===== src/rtl/if_id_queue_pkg.sv =====
// Shared fetch/decode constants: datapath width, NOP encoding and PC increment.
package if_id_queue_pkg;

  localparam int unsigned N         = 31;
  localparam int unsigned XLEN      = N + 1;
  localparam int unsigned NOP_INSTR = 0;
  localparam int unsigned PC_STEP   = 4;

endpackage : if_id_queue_pkg


===== src/rtl/if_id_fifo_mem.sv =====
// Entry storage for the IF/ID queue: one synchronous write port and an
// asynchronous read port addressed by the read pointer. Contents are not reset.
module if_id_fifo_mem #(
  parameter int unsigned DEPTH = 2,
  parameter int unsigned AW    = 1,
  parameter int unsigned DW    = 64
) (
  input  logic          clk,
  input  logic          we,
  input  logic [AW-1:0] wr_ptr,
  input  logic [DW-1:0] wdata,
  input  logic [AW-1:0] rd_ptr,
  output logic [DW-1:0] rdata
);

  logic [DW-1:0] mem [DEPTH];

  // Capture the incoming entry at the write pointer.
  always_ff @(posedge clk) begin
    if (we) mem[wr_ptr] <= wdata;
  end

  assign rdata = mem[rd_ptr];

endmodule : if_id_fifo_mem


===== src/rtl/if_id_queue.sv =====
// Fetch-to-decode buffer: FIFO of {pc, instr} with valid/ready handshakes,
// synchronous flush and a saturating fetch-stall counter.
module if_id_queue
  import if_id_queue_pkg::*;
#(
  parameter int unsigned DEPTH   = 2,
  parameter int unsigned W       = XLEN,
  parameter int unsigned STALL_W = 16
) (
  input  logic               clk,
  input  logic               rst,
  input  logic               if_valid,
  input  logic [W-1:0]       if_pc,
  input  logic [W-1:0]       if_instr,
  output logic               if_ready,
  output logic               id_valid,
  output logic [W-1:0]       id_pc,
  output logic [W-1:0]       id_pc_plus4,
  output logic [W-1:0]       id_instr,
  input  logic               id_ready,
  input  logic               flush,
  output logic [STALL_W-1:0] stall_cnt
);

  localparam int unsigned PW = $clog2(DEPTH);
  localparam logic [PW:0] FULL_COUNT = (PW + 1)'(DEPTH);

  logic [PW-1:0]  wr_ptr;
  logic [PW-1:0]  rd_ptr;
  logic [PW:0]    count;
  logic           push;
  logic           pop;
  logic [2*W-1:0] rd_entry;
  logic [W-1:0]   head_pc;
  logic [W-1:0]   head_instr;

  // Handshake derives only from registered occupancy: no decode-to-fetch path.
  assign if_ready = (count != FULL_COUNT);
  assign id_valid = (count != '0);
  assign push     = if_valid & if_ready & ~flush;
  assign pop      = id_valid & id_ready & ~flush;

  if_id_fifo_mem #(
    .DEPTH (DEPTH),
    .AW    (PW),
    .DW    (2 * W)
  ) u_mem (
    .clk    (clk),
    .we     (push),
    .wr_ptr (wr_ptr),
    .wdata  ({if_pc, if_instr}),
    .rd_ptr (rd_ptr),
    .rdata  (rd_entry)
  );

  assign head_pc    = rd_entry[2*W-1:W];
  assign head_instr = rd_entry[W-1:0];

  // Outputs read as zero/NOP while empty so stale storage never leaks out.
  always_comb begin
    id_pc       = '0;
    id_instr    = W'(NOP_INSTR);
    id_pc_plus4 = '0;
    if (id_valid) begin
      id_pc       = head_pc;
      id_instr    = head_instr;
      id_pc_plus4 = head_pc + W'(PC_STEP);
    end
  end

  // Pointer and occupancy update; flush overrides any push or pop.
  always_ff @(posedge clk or negedge rst) begin
    if (!rst) begin
      wr_ptr <= '0;
      rd_ptr <= '0;
      count  <= '0;
    end else if (flush) begin
      wr_ptr <= '0;
      rd_ptr <= '0;
      count  <= '0;
    end else begin
      if (push) wr_ptr <= wr_ptr + 1'b1;
      if (pop)  rd_ptr <= rd_ptr + 1'b1;
      if (push && !pop)      count <= count + 1'b1;
      else if (pop && !push) count <= count - 1'b1;
    end
  end

  // Saturating count of cycles where fetch is held off; flush does not clear it.
  always_ff @(posedge clk or negedge rst) begin
    if (!rst) begin
      stall_cnt <= '0;
    end else if (if_valid && !if_ready && (stall_cnt != '1)) begin
      stall_cnt <= stall_cnt + 1'b1;
    end
  end

endmodule : if_id_queue


===== config.mk =====
export PLATFORM = sky130hd
export DESIGN_NAME = if_id_queue
export DESIGN_NICKNAME = d
export VERILOG_FILES = /design/src/rtl/if_id_queue_pkg.sv /design/src/rtl/if_id_fifo_mem.sv /design/src/rtl/if_id_queue.sv
export SDC_FILE = /design/constraint.sdc
export NUM_CORES = 1
export LEC_CHECK = 0
export ABC_AREA = 1
export BUFFER_PORTS_ARGS = -buffer_cell sky130_fd_sc_hd__buf_4
export CAP_MARGIN = 20
export CORE_MARGIN = 2
export CORE_UTILIZATION = 53
export DETAILED_ROUTE_END_ITERATION = 7
export GPL_ROUTABILITY_DRIVEN = 0
export PLACE_DENSITY = 0.76
export SLEW_MARGIN = 5
export SYNTH_ARGS = -nofsm -noshare
export SYNTH_HDL_FRONTEND = slang
export SYNTH_SLANG_ARGS = --single-unit

===== constraint.sdc =====
create_clock -name clk -period 5.4 [get_ports clk]
set_input_delay 0.81 -clock clk [delete_from_list [all_inputs] [get_ports clk]]
set_output_delay 0.81 -clock clk [all_outputs]
set_load 0.02 [all_outputs]

=== Word-level counts from Yosys, hierarchy flattened ===
Memories as Yosys holds them, arrays and structs flattened.
Index checks and enable logic that the tools add are counted.

* Register bits after elaboration: 20
* Memory bits (writable): 128
* Word-level logic and storage cells: 41
* Output and inout port bits: 114
* Input port bits: 69
* Memories: 1

{| class="wikitable"
|+ Memory list
! memory !! depth !! bits a word !! read ports !! clocked after memory_dff !! wr ports !! line !! source
|-
| u_mem.mem || 2 || 64 || 1 || 0 || 1 || if_id_fifo_mem.sv:16 || <nowiki>logic [DW-1:0] mem [DEPTH];</nowiki>
|}

* Add/sub/neg operators: 6
* Bitwise operators: 5
* Equality and inequality tests: 2
* Muxes and demuxes: 12
* Reductions and logical operators: 11

{| class="wikitable"
|+ Operator list
! kind !! number
|-
| two-way mux 32 bit || 3
|-
| adder 32 x 3 -> 32 bit (second input constant) || 1
|-
| adder 16 x 1 -> 16 bit (second input constant) || 1
|-
| inequality test 16 bit (second input constant) || 1
|-
| two-way mux 1 bit || 6
|-
| two-way mux 2 bit || 3
|-
| nonzero test 2 bit || 3
|-
| AND 1 bit || 4
|-
| logical AND 1 bit || 4
|-
| zero test 1 bit || 3
|-
| nonzero test 3 bit || 1
|-
| adder 1 bit (second input constant) || 2
|-
| adder 2 x 1 -> 2 bit (second input constant) || 1
|-
| inequality test 2 bit (second input constant) || 1
|-
| subtractor 2 x 1 -> 2 bit (second input constant) || 1
|-
| NOT 1 bit || 1
|}

=== Logic depth before layout (Yosys ltp) ===
* Word-level depth: 8
* Mapped depth: 15
* Depth with buffers taken out: 13

=== Hierarchy ===
Synthesis repeated with hierarchy kept, for this count alone.

* Cell total of the unflattened synthesis: 872
* Area total of the unflattened synthesis: 7362.1 sq um

{| class="wikitable"
|+ Modules (own cells, without submodules)
! module !! sequential area each (sq um) !! cells an instance !! instances !! area an instance (sq um)
|-
| if_id_fifo_mem || 3843.7 || 338 || 1 || 4703.3
|-
| if_id_queue || 500.5 || 534 || 1 || 2658.8
|}

=== Worst setup path before layout ===
Ideal clock, no wire load.

* Kind: input-to-reg
* Start point: input port if_valid
* End point: memory u_mem.mem[0][0] (enable)
* Stages: 4
* Data required time: 4914 ps
* Arrival: 3722 ps
* Setup slack: 1192 ps
* Library setup time: 486 ps
* Path buffers: 0
* Cell sequence: nand2_1 inv_1 nand2_1 nor2_1

* Word-level cells in the longest chain between the ends: 4

{| class="wikitable"
|+ Ends and longest elaborated chain
! item !! line !! source
|-
| start: declaration || if_id_queue.sv:12 || <nowiki>input logic if_valid,</nowiki>
|-
| AND 1 bit (2 in a row) || if_id_queue.sv:40 || <nowiki>assign push = if_valid & if_ready & ~flush;</nowiki>
|-
| two-way mux 1 bit || if_id_fifo_mem.sv:20 || <nowiki>if (we) mem[wr_ptr] <= wdata;</nowiki>
|-
| two-way mux 1 bit (not written as such) || if_id_fifo_mem.sv:20 ||
|-
| end: declaration || if_id_fifo_mem.sv:16 ||
|}

Every way passes these cells.

=== Worst setup path in the final report ===
* Start point: register rd_ptr
* End point: output port id_pc_plus4[22]

* Word-level cells in the longest chain between the ends: 3

{| class="wikitable"
|+ Ends and longest elaborated chain
! item !! line !! source
|-
| start: declaration || if_id_queue.sv:29 || <nowiki>logic [PW-1:0] rd_ptr;</nowiki>
|-
| start signal: assignment || if_id_queue.sv:83 || <nowiki>if (pop) rd_ptr <= rd_ptr + 1'b1;</nowiki>
|-
| memory (2 x 64 bit) || -- ||
|-
| adder 32 x 3 -> 32 bit || if_id_queue.sv:67 || <nowiki>id_pc_plus4 = head_pc + W'(PC_STEP);</nowiki>
|-
| two-way mux 32 bit || if_id_queue.sv:64 || <nowiki>if (id_valid) begin</nowiki>
|-
| end: declaration || if_id_queue.sv:18 || <nowiki>output logic [W-1:0] id_pc_plus4,</nowiki>
|}

Every way passes these cells.

==> run metrics <==
# H-tree levels 4; first-pass GRT wire length 25,800 um; slew margin rel. 29.7%; post-synth cell types 29; antenna-violating nets left 0; critical-path cell list inv_6 > nand2_2 > nand2_2 > ha_1 > nand2_2 > nor2_2 > nand2_2 > nor2_4 > nand2_1 > nand2_1 > o21ai_1 > buf_4; First-pass DRT Iterations 5; Max Slew Vio Count 0; Lkg Pwr 0.00418 uW; Worst path slowest cell dfrtp_2; Yosys warning count 0; Tmin final 3.96 ns; CTS root buffer clkbuf_16; final core utilization 69.7%; IO Pins approximately 180; WL final ~16,000 um; post-synth top area share 53.5%; share of cells above drive strength 1 26.1%; Vias/cell 4.96; Post-synth top flop edfxtp_1; Syn Inst Count roughly 800; # diodes 0; Chip Width 120 um; worst skew pair latency 0.41 ns; syn_nets 854; initial antenna violation count 0; Synth area leader edfxtp_1; FFs w/ async S/R, synth 13.5%; port buffer count 182; largest net degree at the start of global routing 79; vias 5,691; Die Y-Extent 120 um; critical path peak fanout 67; critical path class reg2out; clock group share of total power 24.4%; Starting Density 54.3%; period utilisation layout about three quarters; Combinational Power Share between 40% and 50%; postcts setup bufs 0; Crit path top cell by count nand2_2; clk_skew about 0.0091 ns; global-route usage over all layers 22.6%; hpwl dp 11,000 um; hold buffer count at CTS 0; pwr/cell area between 500 and 600 nW/um^2; # Max-Cap Violations 0; status finished clean; number of DRC markers in iteration 0 342; Slew @ Worst Pin 1.05 ns; wire length per cell approximately 14 um; number of synthesized register bits 148; fraction of the yosys area taken by sequential cells 60.5%; core area 13,200 um^2; global route total overflow 0; critical path's largest stage delay 0.73 ns; clock buffer count from CTS 17; RSZ-0062 raised after global routing no; sequential power share 30.2%; setup_tns 0 ns; Clock transition at path regs 0.06 ns; cts repair resizes 0; crit end category output port; synthesis-to-layout area growth 28.5%; CTS sink count 148; critical path required time between 4 and 5 ns; Max Buffers Root-to-Sink 2; DR DRC count 0; post-synthesis cell area 7190 um^2; # setup viols final 0; Internal Power 2870 uW; switching share of power 40.7%; Synth area leaders edfxtp_1, nand2_1, dfrtp_1; sw power 1970 uW; Data arrival, critical path ~3.2 ns; final net count 1,029; worst hold path class in2async; Max Fclk 253 MHz; Post-synth EDFFs 128; DIE AREA 14,500 um^2; vias in the first global route between 5,000 and 6,000; row cnt 42; Max IR drop VDD 0.000355 V; startpoint types register; TritonCTS clock tree yes; syn_area_per_cell 9.18 um^2; Final Hold Viols 0
-- sequential cells by signal (all words and copies together), names as in the netlist --
| name | flops |
|---|---|
| count | 2 |
| wr_ptr | 1 |
| stall_cnt | 16 |
| u_mem.mem | 128 |
| rd_ptr | 1 |
-- placed cells by master, fill, tap and decap left out, types with 3 or more instances in the layout --
cell type,synthesis,routed
clkinv_1,0,3
nand4_1,10,10
nand3_1,26,26
nor2_4,4,7
xor2_1,9,9
buf_4,4,186
clkinv_4,0,5
clkbuf_16,0,17
nand2_1,271,271
inv_1,84,84
o21ai_0,25,25
nand2_2,16,16
inv_6,1,4
edfxtp_1,128,128
nor2_2,10,10
dfrtp_1,20,19
o21ai_1,10,10
nor2_1,75,72
nor3_1,4,4
xnor2_1,6,6
a21oi_1,44,44
bufinv_16,0,3
-- power groups by stage --
stage               clock network, uW  registers, uW  logic (uW)
floorplan                           0           1460        1390
global placement                    0           1480        2180
detailed placement                  0           1490        2200
CTS                              1200           1460        2210
global route                     1250           1480        2390
finish                           1180           1460        2200
-- worst max-delay path, delay by kind of cell, from the launching register on --
kind                       cells  cell delay (ns)
adders and majority gates      1             0.18
DFF                            1             0.73
and+or+nand+nor                8             1.03
AOI/OAI and AO/OA              1             0.07
buffers and inverters          2             0.73
-- layer usage --
metal	part of all wire (%)	GRT usage, %
met5	0	0
met4	0.94	6.47
met3	6.6	5.33
met2	48	37.6
met1	44	29.7
-- path summary, 6_finish.rpt --
| check | start | to | slack [ns] | cells past startpoint |
|---|---|---|---|---|
| worst min register to register | stall_cnt[6] | stall_cnt[6] | 0.52 | 1 |
| worst min-delay path | rst | stall_cnt[13] | 0.27 | 1 |
| worst max-delay path | rd_ptr | id_pc_plus4[22] | 1.44 | 12 |
| max in group asynchronous | rst | rd_ptr | 4.90 | 1 |
| min in group clk | stall_cnt[6] | stall_cnt[6] | 0.52 | 1 |
| worst max register to register | count[0] | u_mem.mem[0][2] | 2.75 | 7 |
-- area by class of cell --
class	instances	area, um^2
flip-flops and latches	148	4350
well taps	176	220
multi-input cells	518	2340
clock buffers	17	425
inverters	87	332
clock inverters	15	179
fillers	1036	4010
repair buffers	186	1400
-- cells in the mapped netlist (all sizes together) (4+ instances only) --
cell type	count
nand4	10
inv	87
xor2	9
nor2	89
edfxtp	128
dfrtp	20
xnor2	6
nor3	4
nand2	287
clkbuf	10
a21oi	44
o21ai	36
nand3	26
buf	20
-- logic make-up after synthesis --
kind of cell / share of synthesized area (%)
buffers and inverters: 7.35
xor gates and xnor gates: 1.83
and+or+nand+nor: 24.1
adders and majority gates: 0.348
AOI/OAI and AO/OA: 5.92
DFF: 60.5
-- stage by stage --
step | setup slack (ns) | std cells | power (uW) | hold slack (ns) | cell area (um^2)
after CTS | 1.41 | 1147 | 4870 | 0.263 | 9230
after global routing | 1.18 | 1147 | 5120 | 0.273 | 9230
after floorplan | 1.19 | 783 | 2860 | 0.458 | 7190
after detailed placement | 1.85 | 1115 | 3690 | 0.508 | 8630
final | 1.44 | 1147 | 4840 | 0.273 | 9230
after global placement | 1.93 | 1115 | 3660 | 0.512 | 8630
Power figures use the tool's default switching activity.
